`config.mk`:
```
export PLATFORM = sky130hd
export DESIGN_NAME = matrix_4x4_feeder
export DESIGN_NICKNAME = d
export VERILOG_FILES = /design/src/rtl/matrix_4x4_feeder.sv
export SDC_FILE = /design/constraint.sdc
export NUM_CORES = 1
export LEC_CHECK = 0
export CAP_MARGIN = 20
export CORE_MARGIN = 2
export CORE_UTILIZATION = 59
export DETAILED_ROUTE_END_ITERATION = 16
export GPL_ROUTABILITY_DRIVEN = 0
export HOLD_SLACK_MARGIN = 0.05
export PLACE_DENSITY_LB_ADDON = 0.3
export SLEW_MARGIN = 20
export SYNTH_ARGS = -nofsm -noshare
export SYNTH_HDL_FRONTEND = slang
export SYNTH_SLANG_ARGS = --single-unit
```
`constraint.sdc`:
```
create_clock -name clk -period 34.9 [get_ports clk]
set_clock_uncertainty 0.05 [all_clocks]
set_input_delay 5.235 -clock clk [delete_from_list [all_inputs] [get_ports clk]]
set_output_delay 5.235 -clock clk [all_outputs]
set_load 0.03 [all_outputs]
```
`src/rtl/matrix_4x4_feeder.sv`:
```
// matrix_4x4_feeder: ping-pong buffered streamer turning a loaded 4x4 A/B pair into 16 element beats
module matrix_4x4_feeder #(
    parameter int DW       = 12,
    parameter bit B_COLMAJ = 1'b1,
    parameter int CNT_W    = 16
) (
    input  logic             clk,
    input  logic             rst,
    input  logic             ld_valid,
    output logic             ld_ready,
    input  logic [16*DW-1:0] ld_a,
    input  logic [16*DW-1:0] ld_b,
    output logic             m_valid,
    input  logic             m_ready,
    output logic [DW-1:0]    a_out,
    output logic [DW-1:0]    b_out,
    output logic             m_last,
    output logic [CNT_W-1:0] frame_cnt
);
    logic [16*DW-1:0] a_buf [2];
    logic [16*DW-1:0] b_buf [2];
    logic [1:0] full;
    logic wr_ptr, rd_ptr, load, xfer, done;
    logic [3:0] idx, b_idx;
    always_comb begin
        ld_ready = ~&full;
        m_valid  = full[rd_ptr];
        m_last   = m_valid & (idx == 4'd15);
        load     = ld_valid & ld_ready;
        xfer     = m_valid & m_ready;
        done     = xfer & m_last;
        b_idx    = B_COLMAJ ? {idx[1:0], idx[3:2]} : idx;
        a_out    = m_valid ? a_buf[rd_ptr][idx*DW +: DW] : '0;
        b_out    = m_valid ? b_buf[rd_ptr][b_idx*DW +: DW] : '0;
    end
    always_ff @(posedge clk) begin
        if (load) begin
            a_buf[wr_ptr] <= ld_a;
            b_buf[wr_ptr] <= ld_b;
        end
    end
    // a load only ever targets an empty slot, so set and clear never collide
    always_ff @(posedge clk) begin
        if (rst) begin
            full      <= 2'b00;
            wr_ptr    <= 1'b0;
            rd_ptr    <= 1'b0;
            idx       <= 4'd0;
            frame_cnt <= '0;
        end else begin
            full      <= (full | (load ? 2'b01 << wr_ptr : 2'b00)) & ~(done ? 2'b01 << rd_ptr : 2'b00);
            wr_ptr    <= wr_ptr ^ load;
            rd_ptr    <= rd_ptr ^ done;
            idx       <= idx + 4'(xfer);
            frame_cnt <= frame_cnt + CNT_W'(done);
        end
    end
endmodule

```
[Word-level counts from Yosys, hierarchy flattened]
Memory sizes are Yosys's and may differ from the RTL's. A register that Yosys moved wholly into a read port is not among the register bits.
Cells that the tools add are included.
Storage, ports and cells
  logic and storage cells: 38
  register bits: 24
  input bits: 388
  output and inout bits: 43
  memories kept: 2
  RAM bits: 768
Memory list
  a_buf: words 2, width 192, rd ports 1, clocked after Yosys merged registers in 1, wr ports 1, line 20  | logic [16*DW-1:0] a_buf [2];
  b_buf: words 2, width 192, rd ports 1, clocked after Yosys merged registers in 1, wr ports 1, line 21  | logic [16*DW-1:0] b_buf [2];
Cells by class
  $add $sub $neg: 2
  mux-type cells: 10
  shifts and indexed selects: 4
  bitwise logic cells: 9
  order comparisons: 1
  eq/ne operators: 1
  reduce and logical (&&, ||, !) cells: 2
  multipliers: 2
Operators with widths (count)
  192-bit by 9-bit indexed part select with 12-bit output: 2
  12-bit 2-to-1 mux: 2
  16-bit by 1-bit adder with 16-bit output: 1
  4-bit by 2-bit multiplier with 6-bit output (second input constant): 2
  1-bit 2-to-1 mux: 6
  4-bit by 1-bit adder with 4-bit output: 1
  1-bit AND: 4
  4-bit == test (second input constant): 1
  2-bit 2-to-1 mux: 2
  1-bit by 1-bit left shift with 2-bit output (first input constant): 2
  2-bit AND: 1
  1-bit by 2-bit less-than comparator with 1-bit output (second input constant): 1
  2-bit inverter: 1
  2-bit bitwise OR: 1
  2-bit AND reduction: 1
  1-bit XOR: 2
  1-bit zero test: 1

[Depth between registers and ports, before layout]
Gate-level depths: netlist of the first run.
  word-level depth: 7
  mapped depth: 11
  depth with buffers taken out: 7

[Least setup slack after synthesis of the first run]
No wires, ideal clock.
  path kind: input to register
  from: in ld_valid
  to: mem a_buf[1][0] (netlist bit), enable pin
  stages: 2
  path slack: 19.884 ns
  library setup time: 0.800 ns
  arrival: 14.167 ns
  required time: 34.050 ns
  path through: and2_1 ha_1
On the way
  word-level cells in the longest chain between the ends: 3
Ends and longest elaborated chain
  start, declared: line 9  | input logic ld_valid,
  1-bit AND: line 29  | load = ld_valid & ld_ready;
  1-bit 2-to-1 mux: line 37  | if (load) begin
  1-bit 2-to-1 mux (not written as such): line 38  | a_buf[wr_ptr] <= ld_a;
  end, declared: line 20
Every way passes these cells.

[Final worst setup path of the first run]
  from: reg rd_ptr
  to: out a_out[11]
On the way
  word-level cells in the longest chain between the ends: 3
Ends and longest elaborated chain
  start, declared: line 23  | logic wr_ptr, rd_ptr, load, xfer, done;
  start signal, assigned: line 53  | rd_ptr <= rd_ptr ^ done;
  1-bit 2-to-1 mux (not written as such) (2 in a row): line 27  | m_valid = full[rd_ptr];
  12-bit 2-to-1 mux: line 33  | a_out = m_valid ? a_buf[rd_ptr][idx*DW +: DW] : '0;
  end, declared: line 15  | output logic [DW-1:0] a_out,
Every way passes these cells. The select of a mux whose other input is x is not followed.

==> results of run 1 <==
-- flip-flops by register name, summed over array words and instances, names as in the netlist --
register / count
a_buf: 384
b_buf: 384
frame_cnt: 16
idx: 4
full: 2
rd_ptr: 1
wr_ptr: 1
-- worst paths after layout --
check	slack, ns	end
worst max-delay path	24.55	a_out[11]
worst min-delay path	0.46	frame_cnt[15]
worst max register to register	30.71	a_buf[0][113]
worst min register to register	0.46	frame_cnt[15]
-- cell usage in the layout, fill, tap and decap left out, types with 9 or more instances in the layout --
cell / instances
clkinv_2: 10
buf_4: 20
mux4_2: 109
o221ai_1: 24
bufinv_16: 11
clkbuf_16: 83
mux4_1: 11
dfxtp_1: 19
a211oi_1: 9
o22ai_1: 24
a221oi_2: 44
xor2_1: 9
diode_2: 25
clkdlybuf4s50_1: 430
mux2i_1: 168
or2_2: 15
edfxtp_1: 768
nor2_1: 17
or2_1: 9
clkinv_1: 19
a211oi_2: 15
a21oi_1: 28
clkbuf_1: 18
o21ai_1: 20
-- cells by family (layout without fill, tap and decap cells) --
logic type / Yosys count / after routing
buffers and inverters: 90 / 601
other: 0 / 25
and+or+nand+nor: 86 / 86
DFF: 792 / 792
muxes: 289 / 289
xor gates and xnor gates: 12 / 12
AOI/OAI and AO/OA: 176 / 176
adders and majority gates: 8 / 8
-- routing by layer --
metal	vias to the layer above	global-route usage [%]	part of all wire [%]
met5	-	0	0.085
met4	10	11.0	3.4
met3	138	6.47	9.3
met2	798	40.4	48
met1	8213	37.4	39
li1	7051	-	-
-- per-stage QoR --
step	util (%)	total power, mW	cell area (sq um)	hold slack (ns)	worst slack, ns
finish	73.5	2.15	38400	0.459	24.55
global route	73.5	2.21	38400	0.483	24.17
CTS	73.4	2.16	38300	0.467	24.43
detailed placement	68.3	1.31	35700	0.458	25.09
global placement	68.3	1.30	35700	0.415	25.10
floorplan	-	1.24	31000	0.460	19.88
-- report_power, final --
group	leakage, nW	internal, mW	switching [mW]
combinational	3.36	0.0742	0.0830
sequential	7.40	1.11	0.0173
clock	1.28	0.516	0.342
total	12.0	1.70	0.442
-- tightest hold or removal path, stage by stage (launching register included) --
cell and delay, ns:
dfxtp_1 0.32, o21ai_0 0.08, a21oi_1 0.06
-- area by class of cell --
type | count | area, sq um | area share (%)
clock buffer | 101 | 2140 | 5.59
tap | 688 | 861 | 2.24
timing repair buffer | 451 | 4470 | 11.7
antenna | 25 | 62.6 | 0.163
multi-input combinational | 571 | 6780 | 17.7
clock inverter | 45 | 493 | 1.28
inverter | 4 | 15.0 | 0.0391
sequential | 792 | 23600 | 61.4
==> results.md, run 1 <==
* Vias in the first global route at 16500
* CTS sink count at 792
* CP max-delay cell: buf_4
* Worst Hold Class: flop to flop
* CTS tree: done
* CP startpoint kind: flop
* Post-synthesis mux area share at 14.3%
* Simple-gate area share of the yosys netlist at 1.59%
* Slew margin rel. at 27.6%
* Asr flop ratio synth at 0%
* DR WL/cell at 27.2 um
* Chip height at 233 um
* Total GRT Usage at 26.6%
* Adder-Cell Fraction of Synth Area at 0.323%
* Min-Delay Startpoint: frame_cnt[15]
* Antenna violations before repair at 29
* Drt drc at 0
* Core footprint at 52200 sq um
* CP max FO at 55
* CP peak stage delay at 0.87 ns
* Dominant register cell in the synthesized netlist: edfxtp_1
* Post-CTS setup buffer count at 0
* Gate count of the mapped netlist at 1453
* Crit path launch: rd_ptr
* Die W at 233 um
* Synth top cells by count: 768 x edfxtp_1, 168 x mux2i_1, 109 x mux4_2
* Initial DRC Count at 2118
* Synth warn at 0
* Sequential element share of the synthesized area at 75.9%
* Cells resized by post-CTS repair at 0
* Reg2Reg Launch Point: full[0]
* Worst skew pair latency at 0.61 ns
* Netlist cell types at 43
* First-pass GRT wire length at 103000 um
* Worst hold stages at 2
* Largest net degree at the start of global routing at 186
* Synth top area share at 74.3%
* Synth Area per Inst at 21.4 sq um
* Setup TNS at 0 ns
* Fin crit period at 10.35 ns
* Post-Syn Area at 31000 sq um
* H-tree depth at 3
* Final Non-Filler Cells at 2677
* GRT overflow at 0
* Worst Tran Pin Value at 1.09 ns
* Cell Rows at 84
* Crit-path cells: buf_4, buf_4, nor2b_1, buf_4, a221oi_1, o21ai_0, a221oi_2, clkdlybuf4s50_1
* Largest cells by area after synthesis: edfxtp_1 74%, mux4_2 7.9%, mux2i_1 5.4%, a221oi_2 2.1%, dfxtp_1 1.5%
* Inst Count DP at 2506
* CTS Hold Buffers Added at 0
* Layout filler cell count at 3053
* Crit. End Element: output pin
* CP dominant cell by count: buf_4
* Number of max-cap violations at 0
* Synth Net Count at 1849
* Clock Tree Buf Depth at 3
* Antenna-violating nets left at 0
* Area leader, netlist: edfxtp_1
* Layout cell share with drive strength beyond 1 at 16.6%
* Crit path required time at 29.61 ns
* Total CTS buffers at 80
* Unrepaired setup endpoints after global routing: false
* Reg2Reg Depth at 6
* Pwr dens at 55.9 nW/um^2
* Critical path arrival at 5.07 ns
* Via-per-instance ratio at 6.06
* Yosys reg bits at 792
* Most frequent cell after synthesis: edfxtp_1
* Critical path depth at 8
* Register clock-pin slew on the reported worst setup and hold paths at 0.06 ns
* Final hold vios at 0
* I/O Pins at 431
* Total routed wirelength at 72900 um
* Worst VDD drop at 0.0431 mV
* Static leakage at 12.0 nW
* EDFF count, synth at 768
* Status: completed
* Max Transition Viols Final at 0
* Via count at 16200
* Max Clk Rate at 96.6 MHz
* PortBufs at 430
* Largest delay share family, worst path: buffers and inverters
* Synth Area in Compound Gates at 5.15%
* CP Class: flop to output pin
* Die area at 54400 sq um
* Detailed Routing Iterations Pass 1 at 5
* Area growth syn-to-layout at 23.7%
* CTS root buf: clkbuf_16
* Nets at 2296
* Combinational family with the most area after synthesis: multiplexers
* Final setup violation count at 0
* Fin crit share at 29.7%
* Area share of xor/xnor cells in the synthesized design at 0.339%
* Worst path bufs/invs at 4
* HPWL Detailed at 48800 um
* Initial core utilization at 59.4%
Power figures use the tool's default switching activity.
==> run 2, diff against run 1 <==
--- a/config.mk
+++ b/config.mk
@@ -7,7 +7,7 @@
 export LEC_CHECK = 0
 export CAP_MARGIN = 20
 export CORE_MARGIN = 2
-export CORE_UTILIZATION = 59
+export CORE_UTILIZATION = 49
 export DETAILED_ROUTE_END_ITERATION = 16
 export GPL_ROUTABILITY_DRIVEN = 0
 export HOLD_SLACK_MARGIN = 0.05
==> constraint.sdc (replaced) <==
create_clock -name clk -period 8.9 [get_ports clk]
set_clock_uncertainty 0.05 [all_clocks]
set_input_delay 1.335 -clock clk [delete_from_list [all_inputs] [get_ports clk]]
set_output_delay 1.335 -clock clk [all_outputs]
set_load 0.03 [all_outputs]
==> run 2 against run 1 <==
  * Non-clock buffer count down 3
  * Clock-buffer cell count down 1
  * Global-route usage shrank 4.3 points
  * Flip-flop and latch count unchanged
  * Critical path type unchanged
  * Critical endpoint is now b_out[11]
  * Worst hold slack got worse by 0.017 ns
==> results.md, run 2 (same netlist as run 1, synthesis figures left out) <==
* Total routed wirelength at 73400 um (was 72900 um)
* Total GRT Usage at 22.3% (was 26.6%)
* Min-Delay Startpoint: frame_cnt[15] (unchanged)
* Area post-placement at 35900 sq um (was 35700 sq um)
* Via count at 16100 (was 16200)
* Layout cell share with drive strength beyond 1 at 16.6% (about the same)
* Slew margin rel. at 28.5% (was 27.6%)
* Final hold vios at 0 (unchanged)
* Crit path launch: idx[3] (was rd_ptr)
* Critical path arrival at 4.78 ns (was 5.07 ns)
* Worst Tran Pin Value at 1.07 ns (was 1.09 ns)
* CP max FO at 62 (was 55)
* Worst Hold Class: flop to flop (unchanged)
* Initial core utilization at 49.4% (was 59.4%)
* Area growth syn-to-layout at 24.5% (was 23.7%)
* Post-route cell area at 38600 sq um (was 38400 sq um)
* Die W at 256 um (was 233 um)
* Via-per-instance ratio at 5.67 (was 6.06)
* H-tree depth at 3 (unchanged)
* Nets at 2294 (was 2296)
* Final setup violation count at 0 (unchanged)
* Chip height at 256 um (was 233 um)
* DR WL/cell at 25.9 um (was 27.2 um)
* Largest registers: a_buf (384), b_buf (384), frame_cnt (16) (unchanged)
* Drt drc at 0 (unchanged)
* Cell Rows at 92 (was 84)
* Clock Tree Buf Depth at 3 (unchanged)
* Worst skew pair latency at 0.60 ns (was 0.61 ns)
* Status: completed (unchanged)
* CTS Hold Buffers Added at 0 (unchanged)
* CTS root buf: clkbuf_16 (unchanged)
* Antenna-violating nets left at 0 (unchanged)
* Fin crit share at 69.3%
* Static leakage at 12.0 nW (about the same)
* Fin crit period at 6.16 ns
* Most frequent cells in the layout: 768 x edfxtp_1, 430 x clkdlybuf4s50_1, 168 x mux2i_1 (unchanged)
* Antenna violations before repair at 36 (was 29)
* Max Transition Viols Final at 0 (unchanged)
* PortBufs at 430 (unchanged)
* Number of max-cap violations at 0 (unchanged)
* Pwr dens at 216 nW/um^2 (was 55.9 nW/um^2)
* Post-CTS setup buffer count at 0 (unchanged)
* Detailed Routing Iterations Pass 1 at 5 (unchanged)
* CP Class: flop to output pin (unchanged)
* CTS sink count at 792 (unchanged)
* GRT overflow at 0 (unchanged)
* Layout filler cell count at 4499 (was 3053)
* Cells resized by post-CTS repair at 0 (unchanged)
* Total CTS buffers at 81 (was 80)
* I/O Pins at 431 (unchanged)
* HPWL Detailed at 49000 um (was 48800 um)
* Crit. End Element: output pin (unchanged)
* Unrepaired setup endpoints after global routing: false (unchanged)
* Worst VDD drop at 0.143 mV (was 0.0431 mV)
* Initial DRC Count at 1575 (was 2118)
* Register clock-pin slew on the reported worst setup and hold paths at 0.06 ns (about the same)
* Reg2Reg Setup Slack at 5.25 ns (was 30.71 ns)
* Reg2Reg Launch Point: idx[2] (was full[0])
* Vias in the first global route at 16400 (was 16500)
* Commonest non-fill, non-tap cell in the layout: edfxtp_1 (unchanged)
* Largest net degree at the start of global routing at 187 (was 186)
* Max Clk Rate at 162 MHz
* Die area at 65300 sq um (was 54400 sq um)
* Setup TNS at 0 ns (unchanged)
* Core footprint at 62900 sq um (was 52200 sq um)
* CP startpoint kind: flop (unchanged)
* First-pass GRT wire length at 107000 um (was 103000 um)
* Tot Pwr at 8.34 mW (was 2.15 mW)
* Crit path required time at 7.52 ns (was 29.61 ns)
* CTS tree: done (unchanged)
==> run 2: changes by cell type in the layout (fill, tap and decap cells not counted), moves of 2 or more <==
cell,previous run,this run
nor2b_2,2,0
clkinv_8,0,3
buf_6,0,2
buf_12,1,5
clkbuf_1,18,14
clkinv_1,19,24
clkbuf_8,0,4
bufinv_16,11,7
clkinv_2,10,8
nor2b_4,0,2
buf_4,20,10
diode_2,25,22
==> run 2: area by class of cell <==
cell class              instances  area [sq um]  share of cell area (%)
diodes                         22          55.1                   0.143
clock buffers                 100          2160                    5.59
clock inverters                49           448                    1.16
inverters                       4          15.0                  0.0389
multi-input cells             571          6790                    17.6
flip-flops and latches        792         23600                    61.0
well taps                     846          1060                    2.74
repair buffers                448          4530                    11.7
==> run 2: path summary, 6_finish.rpt <==
check,endpoint,cells after the start
worst max-delay path,b_out[11],6
worst min-delay path,frame_cnt[15],2
worst max register to register,frame_cnt[14],8
worst min register to register,frame_cnt[15],2
==> run 2: routing by layer <==
layer | track usage, % | vias up | part of all wire, %
met2 | 33.2 | 612 | 47
li1 | - | 7055 | -
met5 | 0 | - | 0.19
met1 | 31.7 | 8247 | 42
met3 | 5.15 | 134 | 7.6
met4 | 9.60 | 20 | 3.0
==> run 2: power by group <==
| group | total (mW) | internal, mW | switching (mW) |
|---|---|---|---|
| Clock | 3.30 | 1.93 | 1.37 |
| Combinational | 0.612 | 0.294 | 0.318 |
| Sequential | 4.43 | 4.37 | 0.0602 |
| Total | 8.34 | 6.59 | 1.75 |
==> run 2: through the flow <==
stage	instances	util, %	hold WS, ns	worst slack (ns)
2_1_floorplan	1453	-	0.460	-2.22
3_3_place_gp	2658	57.1	0.420	3.20
3_5_place_dp	2660	57.2	0.434	3.37
4_1_cts	2809	61.3	0.441	2.70
5_1_grt	2832	61.4	0.476	2.55
6_report	2832	61.4	0.442	2.74
==> run 2: worst max-delay path, stage by stage (launching register included) <==
cell and delay, ns:
dfxtp_4 0.61, buf_4 0.80, nand3_1 0.90, o221ai_1 0.47, a21oi_1 0.10, a221oi_2 0.51, clkdlybuf4s50_1 0.77
